`config.mk`:
```
export PLATFORM = sky130hd
export DESIGN_NAME = stream_arbiter
export DESIGN_NICKNAME = d
export VERILOG_FILES = /design/src/rtl/stream_arbiter.sv
export SDC_FILE = /design/constraint.sdc
export NUM_CORES = 1
export LEC_CHECK = 0
export ABC_AREA = 1
export ABC_CLOCK_PERIOD_IN_PS = 3100
export CAP_MARGIN = 0
export CORE_ASPECT_RATIO = 1.4
export CORE_MARGIN = 3
export CORE_UTILIZATION = 60
export CTS_CLUSTER_SIZE = 12
export DETAILED_ROUTE_END_ITERATION = 12
export DONT_BUFFER_PORTS = 1
export PLACE_DENSITY = 0.82
export SLEW_MARGIN = 30
export SYNTH_ARGS = -nofsm -noshare
export SYNTH_HDL_FRONTEND = slang
export SYNTH_SLANG_ARGS = --single-unit
```
`constraint.sdc`:
```
create_clock -name clk -period 3.1 [get_ports clk]
set_input_delay 0.62 -clock clk [delete_from_list [all_inputs] [get_ports clk]]
set_output_delay 0.62 -clock clk [all_outputs]
set_load 0.01 [all_outputs]
```
`src/rtl/stream_arbiter.sv`:
```
// Round-robin merge of N_INPUTS stb/ack producer streams onto one consumer stream,
// with per-grant burst limit and a sticky stall watchdog.
//
// state  | meaning
// IDLE   | no grant; search requesters starting at ptr
// ACCEPT | input_in_ack[grant] high, waiting for the producer word
// SEND   | word held on output_out until the consumer acks
module stream_arbiter #(
  parameter int N_INPUTS  = 4,
  parameter int WIDTH     = 32,
  parameter int IDX_WIDTH = 2,
  parameter int BURST     = 4,
  parameter int TIMEOUT   = 1024
) (
  input  logic                      clk,
  input  logic                      rst,
  output logic                      exception,
  input  logic [N_INPUTS*WIDTH-1:0] input_in,
  input  logic [N_INPUTS-1:0]       input_in_stb,
  output logic [N_INPUTS-1:0]       input_in_ack,
  output logic [WIDTH-1:0]          output_out,
  output logic                      output_out_stb,
  input  logic                      output_out_ack,
  output logic [IDX_WIDTH-1:0]      output_grant
);

  localparam int NSLOT = 1 << IDX_WIDTH;
  localparam int BC_W  = $clog2(BURST + 1);
  localparam int WD_W  = (TIMEOUT > 0) ? $clog2(TIMEOUT + 1) : 1;

  typedef enum logic [1:0] {IDLE, ACCEPT, SEND} state_t;

  state_t               state, state_nx;
  logic [IDX_WIDTH-1:0] grant, grant_nx;
  logic [IDX_WIDTH-1:0] ptr, ptr_nx;
  logic [BC_W-1:0]      burst_cnt, burst_nx;
  logic [BC_W:0]        burst_inc;
  logic [N_INPUTS-1:0]  ack_nx;
  logic [WIDTH-1:0]     out_nx;
  logic                 out_stb_nx;
  logic [IDX_WIDTH-1:0] out_grant_nx;
  logic [WD_W-1:0]      stall_left;

  logic [NSLOT-1:0]     stb_ext;
  logic [NSLOT-1:0]     hot_pick, hot_grant;
  logic [WIDTH-1:0]     in_words [NSLOT];
  logic                 found;
  logic [IDX_WIDTH-1:0] pick;
  logic [IDX_WIDTH:0]   sum;

  // Pad the request/data view to a power of two so grant-indexed selects stay in range.
  for (genvar i = 0; i < NSLOT; i++) begin : g_slot
    if (i < N_INPUTS) begin : g_used
      assign in_words[i] = input_in[i*WIDTH +: WIDTH];
    end else begin : g_pad
      assign in_words[i] = '0;
    end
  end

  assign stb_ext   = NSLOT'(input_in_stb);
  assign hot_pick  = NSLOT'(1) << pick;
  assign hot_grant = NSLOT'(1) << grant;
  assign burst_inc = {1'b0, burst_cnt} + 1'b1;

  always_comb begin
    found = 1'b0;
    pick  = ptr;
    sum   = '0;
    for (int k = 0; k < N_INPUTS; k++) begin
      sum = {1'b0, ptr} + (IDX_WIDTH+1)'(k);
      if (sum >= (IDX_WIDTH+1)'(N_INPUTS)) sum = sum - (IDX_WIDTH+1)'(N_INPUTS);
      if (!found && stb_ext[sum[IDX_WIDTH-1:0]]) begin
        found = 1'b1;
        pick  = sum[IDX_WIDTH-1:0];
      end
    end
  end

  always_comb begin
    state_nx     = state;
    grant_nx     = grant;
    ptr_nx       = ptr;
    burst_nx     = burst_cnt;
    ack_nx       = input_in_ack;
    out_nx       = output_out;
    out_stb_nx   = output_out_stb;
    out_grant_nx = output_grant;
    case (state)
      IDLE: begin
        if (found) begin
          grant_nx = pick;
          ack_nx   = hot_pick[N_INPUTS-1:0];
          state_nx = ACCEPT;
        end
      end
      ACCEPT: begin
        if (stb_ext[grant]) begin
          out_nx       = in_words[grant];
          out_grant_nx = grant;
          ack_nx       = '0;
          out_stb_nx   = 1'b1;
          state_nx     = SEND;
        end
      end
      SEND: begin
        if (output_out_ack) begin
          out_stb_nx = 1'b0;
          if (burst_inc < (BC_W+1)'(BURST) && stb_ext[grant]) begin
            ack_nx   = hot_grant[N_INPUTS-1:0];
            burst_nx = burst_inc[BC_W-1:0];
            state_nx = ACCEPT;
          end else begin
            ptr_nx   = (grant == IDX_WIDTH'(N_INPUTS - 1)) ? '0 : grant + 1'b1;
            burst_nx = '0;
            state_nx = IDLE;
          end
        end
      end
      default: state_nx = IDLE;
    endcase
  end

  always_ff @(posedge clk or negedge rst) begin
    if (!rst) begin
      state          <= IDLE;
      grant          <= '0;
      ptr            <= '0;
      burst_cnt      <= '0;
      input_in_ack   <= '0;
      output_out     <= '0;
      output_out_stb <= 1'b0;
      output_grant   <= '0;
    end else begin
      state          <= state_nx;
      grant          <= grant_nx;
      ptr            <= ptr_nx;
      burst_cnt      <= burst_nx;
      input_in_ack   <= ack_nx;
      output_out     <= out_nx;
      output_out_stb <= out_stb_nx;
      output_grant   <= out_grant_nx;
    end
  end

  // Down-counter reloads whenever the output is not stalled; terminal count latches the flag.
  always_ff @(posedge clk or negedge rst) begin
    if (!rst) begin
      stall_left <= WD_W'(TIMEOUT);
      exception  <= 1'b0;
    end else if (TIMEOUT != 0) begin
      if (output_out_stb && !output_out_ack) begin
        if (stall_left == WD_W'(1)) exception <= 1'b1;
        else stall_left <= stall_left - 1'b1;
      end else begin
        stall_left <= WD_W'(TIMEOUT);
      end
    end
  end

endmodule

```
==> impl_results.md, run 1 <==
* Outcome: finished clean
* Die H at 101 µm
* Largest net degree at the start of global routing at 68
* RSZ-0062 raised after global routing: false
* Startpoint types: flop
* Net Count, Synth at 713
* Tot Pwr at 0.00491 W
* Layout area overhead at 5.54%
* WL per Instance at 15.8 µm
* Initial Utilization at 0.621
* Synthesized cell area at 3880 µm²
* DRC at 0
* Count of TritonRoute iterations in the first routing pass at 5
* CTS tree: done
* Ant diodes at 0
* IO buf count at 0
* Post-CTS setup buffer count at 0
* Root Driver: clkbuf_8
* Grt ovf at 0
* Final worst setup slack at 0.988 ns
* Cells after Synth at 574
* Die area at 7490 µm²
* H-tree levels at 3
* Post-CTS Resized at 0
* Global placer's final weighted congestion at 0.866
* Num rows at 34
* Die Width at 74.0 µm
* Leak pwr at 2.02 nW
* Setup TNS at 0 ns
* Share of post-route cells with drive strength above 1 at 0.0907
* Final Max Tran Viols at 0
* Core box area at 6250 µm²
* Max transition margin at 0.408
* Reg clk slew, reported paths at 0.06 ns
* Post-synthesis sequential area ratio at 0.387
* Final setup fails at 0
* Least-Margin Pin Slew at 0.882 ns
* Distinct cell type count after synthesis at 34
* First-pass GRT wire length at 15500 µm
* Crit path max fanout at 32
* DP HPWL at 7200 µm
* WP data required at 3.31 ns
* Top Ports at 175
* Nets at 698
* Flops & latches, synth at 60
* Worst setup EP type: flop
* Placed Area at 3860 µm²
* Kind of critical path: flop to flop
* Final non-filler cell area at 4100 µm²
* Number of DRC markers in iteration 0 at 270
* Initial antenna violation count at 0
* Vias/cell at 5.96
* Peak supply drop at 0.475 mV
* Detailed Route WL at 9990 µm
* Hold Fails Final Rpt at 0
* Critical Path AT at 2.32 ns
* Global-route usage over all layers at 0.267
* Clock Latency Late Sink at 0.33 ns
* Final Skew at 0.00544 ns
* Fin crit share at 0.681
* FMAX at 0.474 GHz
* Clock tree buffer depth at 2
* TritonCTS buffer count at 9
* Hold Path Class: primary input to async pin
* Clk sinks at 60
* Post-Place Worst Slack at 0.952 ns
* Warnings, synthesis at 0
* Via Count at 3780
* Worst hold slack at 0.137 ns
* MaxCap Viol Count at 0
* ANT nets after route at 0
* Number of global-route vias before repair at 3327
* Syn_area_per_cell at 6.76 µm²
* Post-layout min period at 2.11 ns
* Power Dens Cells at 1200 nW/µm²
[kinds of logic (layout without fill, tap and decap cells)]
kind of cell / after synthesis / after routing / share of synthesized area
adder cells (fa/ha/maj): 4 / 4 / 0.0129
AO/OA/AOI/OAI: 131 / 131 / 0.187
buffers and inverters: 69 / 57 / 0.0741
AND/OR/NAND/NOR: 308 / 308 / 0.335
flip-flops: 60 / 60 / 0.387
XOR/XNOR: 2 / 2 / 0.00451
[area by class of cell]
type	count	area [µm²]
Clock buffer	13	179
Sequential cell	60	1500
Fill cell	534	2160
Tap cell	72	90.1
Timing Repair Buffer	5	57.6
Clock inverter	1	30.0
Multi-Input combinational cell	445	2090
Inverter	38	145
[flip-flops by register name (all words and copies together), names as in the netlist]
name            cells
output_out         32
output_grant        2
output_out_stb      1
stall_left         11
exception           1
input_in_ack        4
state               2
ptr                 2
burst_cnt           3
grant               2
[routing by layer]
metal,up-vias,global-route usage,part of all wire
li1,1846,-,-
met3,25,0.0467,0.074
met4,0,0.117,0.028
met2,173,0.457,0.51
met1,1736,0.323,0.39
met5,-,0,0
[what timing repair did]
| action | in CTS | in global routing |
|---|---|---|
| endpoints found under the setup margin | 0 | 0 |
| endpoints found under the hold margin | 59 | 0 |
| hold buffers | 1 | 0 |
[cell usage after synthesis, drive strengths merged]
| cell | n | area [µm²] |
|---|---|---|
| o211ai | 1 | 7.51 |
| buf | 9 | 58.8 |
| nand3 | 25 | 150 |
| nor2 | 89 | 352 |
| xnor2 | 2 | 17.5 |
| dfrtp | 59 | 1480 |
| inv | 38 | 145 |
| dfstp | 1 | 26.3 |
| a221oi | 1 | 8.76 |
| a211oi | 1 | 7.51 |
| o21ai | 88 | 455 |
| o21bai | 1 | 7.51 |
| a21oi | 6 | 30.0 |
| nand2 | 183 | 724 |
| o31ai | 1 | 7.51 |
| nand4 | 3 | 33.8 |
| clkbuf | 22 | 83.8 |
| nor3 | 8 | 40.0 |
| ha | 4 | 50.1 |
| o22ai | 32 | 200 |
[power by group]
group          internal, W  switching [W]
registers          0.00114       0.000471
logic             0.000858        0.00171
clock network     0.000450       0.000280
[cell usage in the layout (no fill, tap or decap), types with 2 or more instances in the layout]
master    synthesis  final
a21oi_1           6      6
nand2_1         170    170
nand4_1           2      2
nand3_2           5      5
clkbuf_8          0     13
buf_4             1      4
ha_1              4      4
nor2_2            4      4
nor3_1            8      8
clkinv_1          0      2
nand2_2          12     12
nor2_1           84     84
xnor2_1           2      2
inv_1            35     32
nand3_1          20     20
inv_2             2      3
o22ai_1          32     32
o21ai_0          86     86
dfrtp_1          59     58
[per-stage QoR]
| stage | util | instances |
|---|---|---|
| 2_1_floorplan | - | 574 |
| 3_3_place_gp | 0.617 | 619 |
| 3_5_place_dp | 0.617 | 619 |
| 4_1_cts | 0.655 | 634 |
| 5_1_grt | 0.655 | 634 |
| 6_report | 0.655 | 634 |
[worst paths after layout]
check	start	end	slack, ns	depth (start not counted)
max	grant[0]	output_out[8]	0.99	6
min	rst	stall_left[10]	0.14	0
max reg2reg	grant[0]	output_out[8]	0.99	6
min reg2reg	burst_cnt[2]	burst_cnt[2]	0.49	2
max in group asynchronous	rst	burst_cnt[1]	2.69	1
min in group clk	output_out_ack	state[1]	0.41	1
[critical path, cell delays in order (launching register included)]
cell and delay (ns):
dfrtp_2 0.51, o21ai_0 0.24, o21ai_2 0.11, nand2_1 0.10
clkinv_1 0.69, nand2_1 0.26, nand2_1 0.07
Power figures use the tool's default switching activity.
==> run 2, diff against run 1 <==
ABC_CLOCK_PERIOD_IN_PS = 1950   (was 3100)
clock period = 1.95 ns   (was 3.1 ns; I/O delays follow)
==> run 2 against run 1 <==
Net effect:
- final cell count grew 1.7%
- critical path depth is 7 higher
- sequential share of layout area down 0.40 points
- largest power group unchanged
==> impl_results.md, run 2 (synthesis gave the netlist of run 1 again) <==
* Startpoint types: flop (unchanged)
* RR Endpoint: input_in_ack[3] (was output_out[8])
* Initial Utilization at 0.621 (unchanged)
* Tot Pwr at 0.00783 W (was 0.00491 W)
* First-pass GRT wire length at 16500 µm (was 15500 µm)
* WL per Instance at 16.3 µm (was 15.8 µm)
* IO buf count at 0 (unchanged)
* Outcome: finished clean (unchanged)
* TritonCTS buffer count at 9 (unchanged)
* Post-CTS setup buffer count at 0 (unchanged)
* Least-Margin Pin Slew at 0.428 ns (was 0.882 ns)
* Global-route usage over all layers at 0.284 (was 0.267)
* Vias/cell at 6.07 (was 5.96)
* Root Driver: clkbuf_8 (unchanged)
* Peak supply drop at 0.830 mV (was 0.475 mV)
* Share of post-route cells with drive strength above 1 at 0.105 (was 0.0907)
* Reg clk slew, reported paths at 0.06 ns (about the same)
* Nets at 707 (was 698)
* Leak pwr at 2.05 nW (was 2.02 nW)
* Final Skew at 0.00736 ns (was 0.00544 ns)
* Die area at 7490 µm² (unchanged)
* Post-layout min period at 1.81 ns (was 2.11 ns)
* Detailed Route WL at 10500 µm (was 9990 µm)
* Clock Latency Late Sink at 0.33 ns (about the same)
* MaxCap Viol Count at 0 (unchanged)
* Hold Path Cell Cnt at 1
* Hold endpoint: state[1]
* Largest regs: output_out: 32 flops, stall_left: 11 flops, input_in_ack: 4 flops (unchanged)
* Number of DRC markers in iteration 0 at 325 (was 270)
* Critical Path AT at 2.04 ns (was 2.32 ns)
* FMAX at 0.551 GHz (was 0.474 GHz)
* Reg with most FFs: output_out (unchanged)
* RSZ-0062 raised after global routing: false (unchanged)
* Worst setup EP type: flop (unchanged)
* FF-to-FF Start: ptr[1] (was grant[0])
* Via Count at 3912 (was 3780)
* Grt ovf at 0 (unchanged)
* Hold Path Class: primary input to flop (was primary input to async pin)
* R2r setup slk at 0.14 ns (was 0.99 ns)
* Num rows at 34 (unchanged)
* Crit path max fanout at 8 (was 32)
* Die H at 101 µm (unchanged)
* Commonest non-fill, non-tap cells in the layout: nand2_1 (170), o21ai_0 (85), nor2_1 (84) (was nand2_1 (170), o21ai_0 (86), nor2_1 (84))
* Kind of critical path: flop to flop (unchanged)
* Max transition margin at 0.715 (was 0.408)
* CTS tree: done (unchanged)
* Hold Path Origin: output_out_ack
* Clock tree buffer depth at 2 (unchanged)
* WP data required at 2.17 ns (was 3.31 ns)
* Most common cell after layout, fill and taps aside: nand2_1 (unchanged)
* Core box area at 6250 µm² (unchanged)
* H-tree levels at 3 (unchanged)
* R2R depth at 13 (was 6)
* Layout area overhead at 6.70% (was 5.54%)
* Final setup fails at 0 (unchanged)
* DP HPWL at 7740 µm (was 7200 µm)
* ANT nets after route at 0 (unchanged)
* Clk sinks at 60 (unchanged)
* Setup TNS at 0 ns (unchanged)
* Count of TritonRoute iterations in the first routing pass at 5 (unchanged)
* Global placer's final weighted congestion at 0.909 (was 0.866)
* Final Max Tran Viols at 0 (unchanged)
* Power Dens Cells at 1890 nW/µm² (was 1200 nW/µm²)
* Ant diodes at 0 (unchanged)
* Die Width at 74.0 µm (unchanged)
* DRC at 0 (unchanged)
* Largest register FFs at 32 (unchanged)
* Initial antenna violation count at 0 (unchanged)
* Final core utilization at 0.662 (was 0.655)
* Largest net degree at the start of global routing at 63 (was 68)
* Top Ports at 175 (unchanged)
* Number of global-route vias before repair at 3591 (was 3327)
* Hold Fails Final Rpt at 0 (unchanged)
* Fin crit share at 0.930 (was 0.681)
==> run 2: cell count changes in the layout (fill, tap and decap cells not counted), moves of 2 or more <==
cell,change
clkbuf_8,-3
clkinv_1,-2
inv_1,+2
buf_4,+7
clkinv_2,+4
==> run 2: cell type report <==
class | count | area, µm²
fill | 559 | 2110
multi-input combinational | 445 | 2090
sequential | 60 | 1500
inverter | 38 | 148
clock buffer | 11 | 141
timing repair buffer | 14 | 140
tap | 72 | 90.1
clock inverter | 5 | 27.5
==> run 2: how the worst max path moves through the flow <==
stage                       from  depth (start not counted)              end
final                     ptr[1]                         13  input_in_ack[3]
after global routing      ptr[0]                         14  input_in_ack[2]
after CTS                 ptr[1]                         13  input_in_ack[2]
after detailed placement  ptr[1]                         13  input_in_ack[2]
after global placement    ptr[1]                         13  input_in_ack[1]
after floorplan           ptr[0]                         13  input_in_ack[0]
==> run 2: what timing repair did <==
item / in CTS / in global routing
setup endpoints to repair: 0 / 1
resized for setup: 0 / 2
hold buffers: 2 / 0
hold endpoints to repair: 60 / 0
==> run 2: layer usage <==
metal / global-route usage / routed length, µm / vias to the layer above
met4: 0.131 / 308 / 0
met5: 0 / 0 / -
met2: 0.454 / 5220 / 211
met3: 0.0516 / 858 / 36
li1: - / - / 1870
met1: 0.370 / 4110 / 1795
==> run 2: worst max-delay path, cell delays in order (launching register included) <==
cell     delay, ns
dfrtp_1       0.54
inv_4         0.10
nand2_1       0.09
nand2_2       0.09
nand2_2       0.09
nand2_4       0.07
nor2_4        0.14
nand4_4       0.12
nand2_2       0.10
nand2_1       0.08
nand3_1       0.09
nand2_1       0.07
nand2_1       0.06
nand2_1       0.04
==> run 2: report_power, final <==
| group | internal, W | leakage [nW] | switching, W |
|---|---|---|---|
| registers | 0.00182 | 0.754 | 0.000687 |
| logic | 0.00149 | 1.21 | 0.00288 |
| clock network | 0.000486 | 0.0889 | 0.000473 |
| total | 0.00379 | 2.05 | 0.00404 |
==> run 2: metrics by stage <==
stage / instances / hold WS (ns) / area (µm²) / setup WS (ns)
2_1_floorplan: 574 / 0.0944 / 3880 / 0.411
3_3_place_gp: 627 / 0.0966 / 3930 / 0.264
3_5_place_dp: 627 / 0.0963 / 3930 / 0.189
4_1_cts: 645 / 0.157 / 4140 / 0.169
5_1_grt: 645 / 0.188 / 4140 / 0.0173
6_report: 645 / 0.170 / 4140 / 0.136
